### src/rtl/layer_mac_scheduler.sv
// Fully-connected layer evaluator that time-shares one signed 16x16 MAC across all neurons.
// Each neuron streams out ReLU(sum(act*w) + bias), saturated to 16 bits, one neuron at a time.
module layer_mac_scheduler #(
   parameter int N_INPUTS  = 15,
   parameter int N_NODES   = 8,
   parameter int FRAC_BITS = 8,
   parameter int ACC_W     = 40,
   localparam int AW = (N_INPUTS > 1) ? $clog2(N_INPUTS) : 1,
   localparam int WW = (N_NODES * (N_INPUTS + 1) > 1) ? $clog2(N_NODES * (N_INPUTS + 1)) : 1,
   localparam int IW = (N_NODES > 1) ? $clog2(N_NODES) : 1
) (
   input  logic          clk,
   input  logic          reset,
   input  logic          start,
   output logic          busy,
   output logic          done,
   output logic [AW-1:0] act_addr,
   input  logic [15:0]   act_data,
   output logic [WW-1:0] w_addr,
   input  logic [15:0]   w_data,
   output logic          out_valid,
   output logic [IW-1:0] out_idx,
   output logic [15:0]   out_data
);

   localparam logic [AW-1:0] K_LAST = AW'(N_INPUTS - 1);
   localparam logic [IW-1:0] J_LAST = IW'(N_NODES - 1);

   typedef enum logic [2:0] {
      S_IDLE,
      S_MAC,
      S_BIAS,
      S_ACCB,
      S_OUT,
      S_DONE
   } state_t;

   state_t                   state_q, state_d;
   logic [AW-1:0]            act_addr_q, act_addr_d;
   logic [WW-1:0]            w_addr_q, w_addr_d;
   logic [IW-1:0]            j_q, j_d;
   logic                     busy_q, busy_d;
   logic                     done_q, done_d;
   logic                     out_valid_q, out_valid_d;
   logic [IW-1:0]            out_idx_q, out_idx_d;
   logic [15:0]              out_data_q, out_data_d;
   logic                     prod_vld_q, prod_vld_d;
   logic                     prod_first_q, prod_first_d;
   logic signed [ACC_W-1:0]  acc_q, acc_d;

   logic signed [31:0]       prod;
   logic signed [ACC_W-1:0]  prod_ext;
   logic signed [ACC_W-1:0]  bias_ext;
   logic signed [ACC_W-1:0]  acc_sh;
   logic [15:0]              out_sat;

   // Datapath: data read in cycle t arrives in t+1, so accumulation lags the issue by one cycle.
   always_comb begin
      prod     = $signed(act_data) * $signed(w_data);
      prod_ext = {{(ACC_W-32){prod[31]}}, prod};
      bias_ext = {{(ACC_W-16-FRAC_BITS){w_data[15]}}, w_data, {FRAC_BITS{1'b0}}};
      acc_d    = acc_q;
      if (prod_vld_q) begin
         acc_d = prod_first_q ? prod_ext : acc_q + prod_ext;
      end else if (state_q == S_ACCB) begin
         acc_d = acc_q + bias_ext;
      end
      acc_sh = acc_d >>> FRAC_BITS;
      if (acc_sh[ACC_W-1]) begin
         out_sat = 16'h0000;
      end else if (|acc_sh[ACC_W-2:15]) begin
         out_sat = 16'h7FFF;
      end else begin
         out_sat = acc_sh[15:0];
      end
   end

   // Weight addresses are laid out contiguously, so w_addr only ever increments within a pass.
   always_comb begin
      state_d      = state_q;
      act_addr_d   = act_addr_q;
      w_addr_d     = w_addr_q;
      j_d          = j_q;
      busy_d       = busy_q;
      done_d       = 1'b0;
      out_valid_d  = 1'b0;
      out_idx_d    = out_idx_q;
      out_data_d   = out_data_q;
      prod_vld_d   = (state_q == S_MAC);
      prod_first_d = (state_q == S_MAC) && (act_addr_q == '0);
      case (state_q)
         S_IDLE: begin
            if (start) begin
               state_d    = S_MAC;
               act_addr_d = '0;
               w_addr_d   = '0;
               j_d        = '0;
               busy_d     = 1'b1;
            end
         end
         S_MAC: begin
            w_addr_d = w_addr_q + 1'b1;
            if (act_addr_q == K_LAST) begin
               state_d = S_BIAS;
            end else begin
               act_addr_d = act_addr_q + 1'b1;
            end
         end
         S_BIAS: begin
            state_d = S_ACCB;
         end
         S_ACCB: begin
            state_d     = S_OUT;
            out_valid_d = 1'b1;
            out_idx_d   = j_q;
            out_data_d  = out_sat;
         end
         S_OUT: begin
            if (j_q == J_LAST) begin
               state_d = S_DONE;
               done_d  = 1'b1;
            end else begin
               state_d    = S_MAC;
               j_d        = j_q + 1'b1;
               act_addr_d = '0;
               w_addr_d   = w_addr_q + 1'b1;
            end
         end
         S_DONE: begin
            state_d = S_IDLE;
            busy_d  = 1'b0;
         end
         default: begin
            state_d = S_IDLE;
         end
      endcase
   end

   always_ff @(posedge clk) begin
      if (reset) begin
         state_q      <= S_IDLE;
         act_addr_q   <= '0;
         w_addr_q     <= '0;
         j_q          <= '0;
         busy_q       <= 1'b0;
         done_q       <= 1'b0;
         out_valid_q  <= 1'b0;
         out_idx_q    <= '0;
         out_data_q   <= '0;
         prod_vld_q   <= 1'b0;
         prod_first_q <= 1'b0;
         acc_q        <= '0;
      end else begin
         state_q      <= state_d;
         act_addr_q   <= act_addr_d;
         w_addr_q     <= w_addr_d;
         j_q          <= j_d;
         busy_q       <= busy_d;
         done_q       <= done_d;
         out_valid_q  <= out_valid_d;
         out_idx_q    <= out_idx_d;
         out_data_q   <= out_data_d;
         prod_vld_q   <= prod_vld_d;
         prod_first_q <= prod_first_d;
         acc_q        <= acc_d;
      end
   end

   assign busy      = busy_q;
   assign done      = done_q;
   assign act_addr  = act_addr_q;
   assign w_addr    = w_addr_q;
   assign out_valid = out_valid_q;
   assign out_idx   = out_idx_q;
   assign out_data  = out_data_q;

endmodule

### config.mk
export PLATFORM = sky130hd
export DESIGN_NAME = layer_mac_scheduler
export DESIGN_NICKNAME = d
export VERILOG_FILES = /design/src/rtl/layer_mac_scheduler.sv
export SDC_FILE = /design/constraint.sdc
export NUM_CORES = 1
export LEC_CHECK = 0
export BUFFER_PORTS_ARGS = -buffer_cell sky130_fd_sc_hd__buf_2
export CAP_MARGIN = 40
export CORE_ASPECT_RATIO = 1.5
export CORE_MARGIN = 8
export CORE_UTILIZATION = 40
export DETAILED_ROUTE_END_ITERATION = 8
export PLACE_DENSITY = 0.66
export SYNTH_ARGS = -nofsm -noshare
export SYNTH_HDL_FRONTEND = slang
export SYNTH_SLANG_ARGS = --single-unit
export TNS_END_PERCENT = 50
### constraint.sdc
create_clock -name clk -period 11.18 [get_ports clk]
set_input_delay 2.236 -clock clk [delete_from_list [all_inputs] [get_ports clk]]
set_output_delay 2.236 -clock clk [all_outputs]
set_load 0.01 [all_outputs]
# Word level (Yosys, flattened, before mapping)
# Cells that the tools add are included.
[classes]
addsub = 5
multipliers = 1
eq_ne = 11
n_mux = 23
bitwise_logic = 1
reduce_logical = 14
[op_table]
columns = ["cell", "n"]
rows = [
  ["$mux 40", 3],
  ["$add 40x24->40", 1],
  ["$add 40x32->40", 1],
  ["$mul 16x16->32", 1],
  ["$mux 16", 2],
  ["$pmux 7 s3", 1],
  ["$reduce_or 17->1", 1],
  ["$mux 3", 5],
  ["$pmux 3 s5", 1],
  ["$mux 7", 2],
  ["$mux 4", 3],
  ["$pmux 4 s3", 1],
  ["$eq 3x3->1 const B", 3],
  ["$add 7x1->7 const B", 1],
  ["$eq 3x2->1 const B", 2],
  ["$ne 2x2->1 const B", 3],
  ["$pmux 3 s2", 1],
  ["$reduce_and 3->1", 2],
  ["$reduce_bool 2->1", 3],
  ["$add 4x1->4 const B", 1],
  ["$eq 4x4->1 const B", 1],
  ["$logic_not 4->1", 1],
  ["$reduce_and 2->1", 2],
  ["$reduce_and 4->1", 1],
  ["other kinds (10)", 12],
]
[word_totals]
ff_bits = 81
in_bits = 35
out_inout_bits = 33
wordCells = 68

# Logic depth before layout (Yosys ltp)
[depth]
depth_word = 7
depth_mapped = 35
depth_no_buf = 33

# Worst setup path after synthesis
# Ideal clock, no wire load.
[synth_path]
path_type = "input port to flip-flop"
from = "in w_data[1]"
to = "reg out_data_q[14] (netlist: out_data[14])"
setup_time_ps = 138
t_arrival_ps = 10564
t_required_ps = 11042
setup_slack_ps = 478
stages = 32
path_buffers = 5
path_cell_list = "clkbuf_1 > nand2_1 > inv_1 > fa_1 > fa_1 > fa_1 > fa_1 > fa_1 > inv_1 > fa_1 > inv_1 > ha_1 > buf_2 > nand3_1 > nor2_1 > a21oi_1 > nor2_1 > or3_1 > buf_2 > xnor2_1 > ha_1 > clkbuf_1 > a21oi_1 > o211ai_1 > or3_1 > nor3_1 > o21bai_1 > xor2_1 > a221o_1 > nor4_2 > buf_2 > a32oi_1"
[synth_via]
elab_chain_cells = 7
elab_cells_between_ends = 9
cone_classes = "2 x add/sub; 1 x mul; 5 x mux; 1 x reduce/logical"
[synth_lines]
columns = ["element", "line_no", "rtl"]
rows = [
  ["from (decl)", "20", "input logic [15:0] w_data,"],
  ["$mul 16x16->32", "59", "prod = $signed(act_data) * $signed(w_data);"],
  ["$add 40x32->40", "64", "acc_d = prod_first_q ? prod_ext : acc_q + prod_ext;"],
  ["$mux 40", "64", ""],
  ["$mux 40 (*)", "63", "if (prod_vld_q) begin"],
  ["$reduce_or 17->1", "71", "end else if (|acc_sh[ACC_W-2:15]) begin"],
  ["$mux 16", "71", ""],
  ["$mux 16 (*)", "69", "if (acc_sh[ACC_W-1]) begin"],
  ["to (signal assigned)", "162", "out_data_q <= out_data_d;"],
  ["to (decl)", "46", "logic [15:0] out_data_q, out_data_d;"],
]
# Mark *: on every way between the ends. The rest lies on a longest branch, timed or not. The select of a mux whose other input is x is not followed.
# A chain may end at the register's enable or synchronous reset.

# Final worst setup path
[layout_path]
from = "in act_data[8]"
to = "reg out_data_q[5] (netlist: out_data[5])"
[layout_via]
elab_chain_cells = 7
[layout_lines]
columns = ["element", "line_no", "rtl"]
rows = [
  ["from (decl)", "18", "input logic [15:0] act_data,"],
  ["$mul 16x16->32 (*)", "59", ""],
  ["$add 40x32->40", "64", ""],
  ["$mux 40 (*)", "64", ""],
  ["$mux 40 (*)", "63", ""],
  ["$reduce_or 17->1", "71", ""],
  ["$mux 16", "71", ""],
  ["$mux 16 (*)", "69", ""],
]
# Mark *: on every way between the ends. The rest lies on a longest branch, timed or not.

==> reports/qor.txt <==
Initial Util = 40.38%
count of input and output buffers = 67
Slew Viols, Final = 0
peak per-stage delay on the critical path = 530 ps
worst reg2reg path endpoint = out_data[5]$_SDFFE_PP0P_
clock root cell = clkbuf_16
Setup Fix Bufs, Post-CTS = 0
Placer Congestion = 0.9577
Clk Latency, worst-skew pair = 360 ps
worst hold path startpoint = out_idx[2]$_SDFFE_PP0P_
placed cell areas = 19460 um^2
Post-Synth Adder-Cell Area = 39.54%
crit path launch type = input port
top_reg_cell synth = dfxtp_1
Simple-Gate Fraction of Synth Area = 19.88%
Die Y = 278.9 um
status = finished, final reports clean
final instance area = 19860 um^2
Place WS = -259.8 ps
Worst Setup Path Type = input port to register
DR iter-0 viols = 904
Post-synth EDFFs = 0
CP Data Arrival Time = 10990 ps
final worst-path cycle share = 96.39%
reg2reg setup slack = 6960 ps
Via Count = 16180
CTS tree = done
Max Fclk = 92.80 MHz
Netlist cell types = 86
largest net degree at the start of global routing = 63
Worst Setup SP = act_data[8]
die area = 53340 um^2
RSZ-0062 raised after global routing = false
DRT antenna net count = 0
Synth Area in Compound Gates = 17.62%
relative slew slack = 36.31%
Via density = 5.633
Worst-path clk slew = 70 ps
grt ovf = 0
HP Class = register to register
H-tree depth = 3
Avg Cell Area, Syn = 8.151 um^2
final hold violation count = 0
Worst Max-Slew Pin Slew = 951.8 ps
Bufs on Longest Clock Path = 2
Async SR Flop Fraction = 0%
CTS buffer count = 9
Critical Path Fanout Max = 16
max cap viols = 0
Setup WS post-layout = 403.7 ps
Diodes inserted = 0
drt total wl = 55050 um
Hold Buf Count CTS = 0
Final nets = 2739
DRT Pass-1 Iters = 5
fill count = 4609
global-route wire length before repair = 90980 um
crit end category = register
largest area contributor in the netlist = fa_1
wire per inst = 19.16 um
Yosys reg bits = 81
Mapped Cells = 2261
Seq/Total Area, Yosys = 8.798%
core box area = 45640 um^2
dpl hpwl = 45570 um
std cell rows = 96
post-synthesis mux area share = 1.208%
Ys Warns = 0
chip width = 191.3 um
vias in the first global route = 17220
number of remaining DRC errors = 0
slowest cell on the critical path = fa_1
num ports = 68
worst r2r src = acc_q[8]$_SDFF_PP0_
XOR/XNOR share of the synthesized area = 3.944%
share of the synthesized area in the top cell type = 28.68%
Setup-failing EPs final = 0
min cycle time layout = 10780 ps
clk sinks = 81
largest cells by area after synthesis = fa_1, ha_1, dfxtp_1
Worst Path Required = 11400 ps
Syn Nets = 2720
Mapped Area = 18430 um^2
area growth from synthesis to layout = 7.773%
Crit path top cell by count = fa_1
layout cells sized above 1 = 7.790%
Worst R2R Path Depth = 15
largest family of logic cells by synthesized area = adder cells
total track usage = 21.11%
final setup TNS = 0 ps
initial antenna violation count = 1
Hold EP = out_idx[2]$_SDFFE_PP0P_
hold path cells = 2
Layout Skew = 9.205 ps
[cells by family (layout without fill, tap and decap cells)]
group	count (synthesis)	count (layout)
and+or+nand+nor	737	737
xor gates and xnor gates	83	83
buffers and inverters	434	458
muxes	22	22
AOI/OAI and AO/OA	480	480
adders and majority gates	424	424
DFF	81	81
[flip-flops by register name (all words and copies together) (netlist names)]
signal / cells
prod_first_q: 1
busy: 1
act_addr: 4
out_valid: 1
state_q: 3
w_addr: 7
done: 1
out_idx: 3
j_q: 3
prod_vld_q: 1
acc_q: 40
out_data: 16
[critical path, delay by kind of cell]
kind / cells / cell delay, ps
buf+inv: 9 / 1280
fa+ha+maj: 8 / 3770
simple gates: 8 / 1740
xor+xnor: 1 / 250
compound gates: 8 / 1710
[worst max path at each step]
stage	end	slack, ps	cells past startpoint
after floorplan	out_data[14]$_SDFFE_PP0P_	480	32
after global placement	out_data[14]$_SDFFE_PP0P_	-670	32
after detailed placement	out_data[5]$_SDFFE_PP0P_	-260	33
after CTS	out_data[5]$_SDFFE_PP0P_	80	33
after global routing	out_data[14]$_SDFFE_PP0P_	8	30
final	out_data[5]$_SDFFE_PP0P_	400	34
[per-layer routing]
layer  routed length [um]  global-route usage, %  part of all wire (%)
met4                 3002                  11.08                   5.5
met1                21430                  24.59                    39
met3                 2464                  1.861                   4.5
met5                    0                      0                     0
met2                28150                  37.74                    51
[stage by stage]
| stage | hold slack (ps) | instances | util, % |
|---|---|---|---|
| 3_5_place_dp | 446.5 | 2857 | 42.64 |
| 5_1_grt | 476.6 | 2873 | 43.52 |
| 2_1_floorplan | 448.3 | 2261 | - |
| 3_3_place_gp | 443.8 | 2854 | 42.59 |
| 6_report | 454.3 | 2873 | 43.52 |
| 4_1_cts | 456.5 | 2873 | 43.33 |
[layout make-up]
class                           instances  area (um^2)  share of cell area (%)
Multi-Input combinational cell       1746        15210                   76.57
Inverter                              322         1212                   6.104
Clock inverter                          7        87.58                  0.4409
Timing Repair Buffer                  120        769.5                   3.874
Sequential cell                        81         1623                   8.170
Clock buffer                            9        225.2                   1.134
Tap cell                              588        735.7                   3.704
[cells in the final DEF (no fill, tap or decap), types with 7 or more instances in the layout]
cell type / count
a211oi_1: 25
a21boi_0: 7
a21o_1: 50
a21oi_1: 114
a221oi_1: 9
a311oi_1: 10
a31oi_1: 20
a32oi_1: 15
and2_1: 136
and3_1: 18
and4_1: 8
buf_2: 59
buf_4: 51
clkbuf_16: 9
clkbuf_4: 8
dfxtp_1: 80
fa_1: 263
ha_1: 158
inv_1: 320
mux2i_1: 20
nand2_1: 253
nand2b_1: 14
nand3_1: 43
nand4_1: 29
nor2_1: 127
nor2b_1: 26
nor3_1: 28
nor4_1: 10
o211ai_1: 25
o21a_1: 20
o21ai_0: 73
o21bai_1: 14
o31ai_1: 8
or3_1: 15
xnor2_1: 50
xor2_1: 32
[repair_timing]
action	4_1_cts	5_1_grt
endpoints found under the setup margin	0	15
resized for setup	0	25
endpoints found under the hold margin	0	0
[cell usage after synthesis, types with 8 or more instances]
cell type	count
o21ai_0	74
o31ai_1	8
xor2_1	32
nor2_1	127
a221oi_1	9
and2_1	136
a311oi_1	10
buf_2	10
xnor2_1	51
nor3_1	28
nand3_1	43
o21bai_1	14
o211ai_1	25
nand4_1	29
a32oi_1	15
dfxtp_1	81
o21a_1	20
and4_1	8
inv_1	320
ha_1	160
clkbuf_1	89
a211oi_1	25
a21oi_1	119
nor4_1	12
nand2b_1	14
fa_1	264
or3_1	15
a21o_1	50
buf_1	8
nand2_1	253
and3_1	18
nor2b_1	26
mux2i_1	20
a31oi_1	22
Power is left out: the tool's default activity adds up to more than one toggle a clock period on the data nets, which glitch-free logic cannot reach.
